<file path="src/rtl/rst_seq_gen.sv">
// Reset sequencer: synchronizes rst_n, then releases G_NB_STAGES active-low
// domain resets in index order, G_STAGE_DELAY cycles apart; re-runnable by soft request.
module rst_seq_gen #(
   parameter int G_NB_STAGES   = 4,
   parameter int G_SYNC_STAGES = 2,
   parameter int G_STAGE_DELAY = 8,
   parameter int G_CNT_WIDTH   = 32
) (
   input  logic                   clk,
   input  logic                   rst_n,
   input  logic                   soft_rst_req,
   output logic                   rst_n_sync,
   output logic [G_NB_STAGES-1:0] rst_n_stage,
   output logic                   init_done,
   output logic                   busy,
   output logic [G_CNT_WIDTH-1:0] cycle_cnt,
   output logic [1:0]             dbg_state
);

   typedef enum logic [1:0] {
      S_SYNC    = 2'd0,
      S_RELEASE = 2'd1,
      S_DONE    = 2'd2,
      S_SOFT    = 2'd3
   } state_t;

   localparam int IDX_W = (G_NB_STAGES > 1) ? $clog2(G_NB_STAGES) : 1;
   localparam logic [IDX_W-1:0] LAST_IDX = IDX_W'(G_NB_STAGES - 1);
   localparam logic [7:0]       DLY_MAX  = 8'(G_STAGE_DELAY - 1);

   logic [G_SYNC_STAGES-1:0] sync_ff;
   state_t                   state, state_nxt;
   logic [7:0]               dly_cnt, dly_nxt;
   logic [IDX_W-1:0]         stage_idx, idx_nxt;
   logic [G_NB_STAGES-1:0]   stage_nxt;
   logic                     done_nxt;
   logic                     soft_block, block_nxt;

   // Asynchronous assertion, synchronous deassertion.
   always_ff @(posedge clk or negedge rst_n) begin
      if (!rst_n) sync_ff <= '0;
      else        sync_ff <= {sync_ff[G_SYNC_STAGES-2:0], 1'b1};
   end
   assign rst_n_sync = sync_ff[G_SYNC_STAGES-1];

   always_ff @(posedge clk or negedge rst_n) begin
      if (!rst_n) begin
         state       <= S_SYNC;
         dly_cnt     <= '0;
         stage_idx   <= '0;
         rst_n_stage <= '0;
         init_done   <= 1'b0;
         soft_block  <= 1'b0;
      end else begin
         state       <= state_nxt;
         dly_cnt     <= dly_nxt;
         stage_idx   <= idx_nxt;
         rst_n_stage <= stage_nxt;
         init_done   <= done_nxt;
         soft_block  <= block_nxt;
      end
   end

   // soft_block stops a held request from re-triggering until it is seen low.
   always_comb begin
      state_nxt = state;
      dly_nxt   = dly_cnt;
      idx_nxt   = stage_idx;
      stage_nxt = rst_n_stage;
      done_nxt  = init_done;
      block_nxt = soft_block & soft_rst_req;
      case (state)
         S_SYNC: begin
            // Leave on the edge where rst_n_sync itself rises (T0).
            if (sync_ff[G_SYNC_STAGES-2]) begin
               state_nxt = S_RELEASE;
               dly_nxt   = '0;
               idx_nxt   = '0;
            end
         end
         S_RELEASE, S_SOFT: begin
            if (dly_cnt == DLY_MAX) begin
               dly_nxt   = '0;
               stage_nxt = rst_n_stage | (G_NB_STAGES'(1) << stage_idx);
               if (stage_idx == LAST_IDX) state_nxt = S_DONE;
               else                       idx_nxt   = stage_idx + IDX_W'(1);
            end else begin
               dly_nxt = dly_cnt + 8'd1;
            end
         end
         S_DONE: begin
            done_nxt = 1'b1;
            if (soft_rst_req && !soft_block) begin
               state_nxt = S_SOFT;
               stage_nxt = '0;
               done_nxt  = 1'b0;
               dly_nxt   = '0;
               idx_nxt   = '0;
               block_nxt = 1'b1;
            end
         end
         default: state_nxt = S_SYNC;
      endcase
   end

   always_ff @(posedge clk or negedge rst_n) begin
      if (!rst_n)
         cycle_cnt <= '0;
      else if (rst_n_sync && (cycle_cnt != {G_CNT_WIDTH{1'b1}}))
         cycle_cnt <= cycle_cnt + G_CNT_WIDTH'(1);
   end

   assign busy      = (state == S_RELEASE) || (state == S_SOFT);
   assign dbg_state = state;

endmodule

</file>
<file path="config.mk">
export PLATFORM = sky130hd
export DESIGN_NAME = rst_seq_gen
export DESIGN_NICKNAME = d
export VERILOG_FILES = /design/src/rtl/rst_seq_gen.sv
export SDC_FILE = /design/constraint.sdc
export NUM_CORES = 1
export LEC_CHECK = 0
export BUFFER_PORTS_ARGS = -buffer_cell sky130_fd_sc_hd__buf_4
export CORE_MARGIN = 4
export CORE_UTILIZATION = 60
export DETAILED_ROUTE_END_ITERATION = 7
export PLACE_DENSITY = 0.9
export REMOVE_ABC_BUFFERS = 1
export SYNTH_ARGS = -nofsm -noshare
export SYNTH_HDL_FRONTEND = slang
export SYNTH_SLANG_ARGS = --single-unit
</file>
<file path="constraint.sdc">
create_clock -name clk -period 5.45 [get_ports clk]
set_input_delay 1.09 -clock clk [delete_from_list [all_inputs] [get_ports clk]]
set_output_delay 1.09 -clock clk [all_outputs]
set_load 0.03 [all_outputs]
</file>
==> reports/qor.yml <==
outcome: "completed"
die_h_um: 73.42
p_comb_share_pct: 17.5
drt-total-wl_um: 5375
cts_tree: "yes"
first_pass_iters: 4
netlist_area_um2: 2567
synth_cell_type_count: 45
gp_congestion: 0.8663
cp_slowest_stage_delay_ns: 0.53
tightest_slew_ns: 0.9348
netSwitchingPower_uw: 270.0
rsz0062_at_grt: "no"
cp.buffers_inverters: 0
worst-setup-path-type: "register to register"
fmax_mhz: 432.6
grt_pass1_vias: 1965
drc: 0
drive_above_1_share_pct: 22.41
crit_family: "simple AND/OR/NAND/NOR gates"
finalSetupViolCount: 0
die_area_um2: 5390
start_util_pct: 63.27
antenna_found_initial: 0
synth_top_cell_by_area: "dfrtp_1"
hp-class: "register to register"
cp_cell_sequence: "ha_1, nand2_1, nor4_4, nand2_2, or4_1, xnor2_1"
period_minus_slack_ns: 2.312
required_ns: 5.65
power_density_nw_per_um2: 293.5
clockRootBuffer: "clkbuf_8"
drt_iter0_drc: 127
p_clk_share_pct: 31.2
mostFrequentLayoutCell: "dfrtp_1"
crit_fanout: 8
post_cts_buffers: 0
diodes: 0
ios: 44
final_cells: 340
ctsHoldBuffers: 0
area_delta_synth_final_pct: 18.71
cp_slowest_cell: "or4_1"
synth-main-ff-cell: "dfrtp_1"
postRouteAntennaNets: 0
drv_cap: 0
ys_ff_latch: 52
detail_route.vias_per_cell: 5.874
grt_overflow: 0
cts_htree_levels: 2
vias: 1997
cts_buffer_depth: 2
switching_share_pct: 30.18
die_w_um: 73.42
port_buffers: 43
holdWs_ns: 0.4008
slew_viol_final: 0
coreArea_um2: 4058
cts.repair.resized: 0
max-slew-margin-rel_pct: 37.10
grt_pass1_wl_um: 8990
power.leakage_uw: 0.001408
fin_nets: 298
cts.sinks: 52
startpoint_type: "register"
ys_warn_count: 0
seqPwrFrac_pct: 51.3
dp.cells: 332
endpoint_kind: "register"
worstPathArrival_ns: 2.51
internal_power_uw: 624.5
ys_seq_area_share_pct: 50.68
clkTransAtPathRegs_ns: 0.09
grt_max_degree: 53
fin_crit_sh_pct: 42.42
detail_route.wl_per_cell_um: 15.81
grt_usage_pct: 21.47
syn_inst: 244
insertion_delay_ns: 0.31
hold_viol: 0
placementRows: 23
syn_area_per_cell_um2: 10.52
synth-edff-count: 0
hpwl_um: 3847
fin_util_pct: 75.12
synthArstFlopShare_pct: 100.0
synthTopCellsByArea: "dfrtp_1 51%, xnor2_1 5.5%, xor2_1 3.8%, ha_1 2.9%, nand2_1 2.9%"
ir_drop_mv: 0.2126
layout_common_cells: "52 x dfrtp_1, 43 x buf_4, 20 x nand2_1, 16 x xnor2_1, 15 x nor2_1"
tns_ns: 0
yosysTopAreaCellShare_pct: 50.68
cts_made_buffers: 5
finClkSkew_ns: 0.005052
==> flip-flops by register name, summed over array words and instances (netlist names) <==
register	flops
dbg_state	2
sync_ff	2
stage_idx	2
cycle_cnt	32
init_done	1
soft_block	1
dly_cnt	8
rst_n_stage	4
==> routing by layer <==
| layer | global-route usage, % | vias to the layer above | share of wire, % |
|---|---|---|---|
| met4 | 9.256 | 0 | 1.6 |
| met5 | 0 | - | 0 |
| met3 | 5.198 | 8 | 5.7 |
| met1 | 26.56 | 968 | 43 |
| li1 | - | 962 | - |
| met2 | 35.75 | 59 | 50 |
==> power groups by stage <==
stage	registers, uW	logic [uW]	clock network [uW]
final	459	157	279
after global routing	465	167	300
after CTS	458	159	286
after detailed placement	465	158	0
after global placement	463	153	0
after floorplan	503	50.4	0
==> worst paths after layout <==
check	startpoint	slack [ns]	end	cells past startpoint
worst max register to register	cycle_cnt[0]	3.14	cycle_cnt[28]	6
worst min-delay path	sync_ff[0]	0.40	sync_ff[1]	0
min in group asynchronous	rst_n	0.79	cycle_cnt[8]	1
worst min register to register	sync_ff[0]	0.40	sync_ff[1]	0
worst max-delay path	cycle_cnt[0]	3.14	cycle_cnt[28]	6
max in group asynchronous	rst_n	4.24	dly_cnt[1]	1
==> through the flow <==
stage	worst slack [ns]	total power [uW]	cell area [um2]
finish	3.138	894.5	3048
global route	3.011	931.8	3048
CTS	3.142	902.5	3048
detailed placement	3.187	623.6	2927
global placement	3.239	615.2	2927
floorplan	3.234	553.8	2541
==> cells in the mapped netlist (2+ instances only) <==
library cell and count:
a21boi_0 2, a21oi_1 11, a22o_1 3, a31oi_1 6
and3_1 7, and3_2 2, clkbuf_1 4, dfrtp_1 52
ha_1 6, inv_1 6, mux2i_1 2, nand2_1 20
nand2b_1 3, nand3_1 14, nand4_1 8, nand4_2 2
nor2_1 15, nor2b_1 2, nor3_1 6, nor3b_1 2
nor4_1 7, o21a_1 2, o21ai_0 12, o31ai_1 2
or4_1 3, xnor2_1 16, xor2_1 11
==> layout make-up <==
class / instances / area [um2]
timing repair buffer: 43 / 322.8
clock inverter: 2 / 38.79
multi-input combinational: 181 / 1217
fill: 269 / 1010
inverter: 6 / 22.52
clock buffer: 6 / 82.58
tap: 50 / 62.56
sequential: 52 / 1301
==> cell families after synthesis <==
logic type	after synthesis	synth area share [%]
AND/OR/NAND/NOR	101	23.05
flip-flops	52	50.68
AO/OA/AOI/OAI	42	10.28
XOR/XNOR	27	9.210
buffers and inverters	11	1.900
adder cells (fa/ha/maj)	6	2.924
multiplexers	4	1.803
other	1	0.1461
Power figures use the tool's default switching activity.
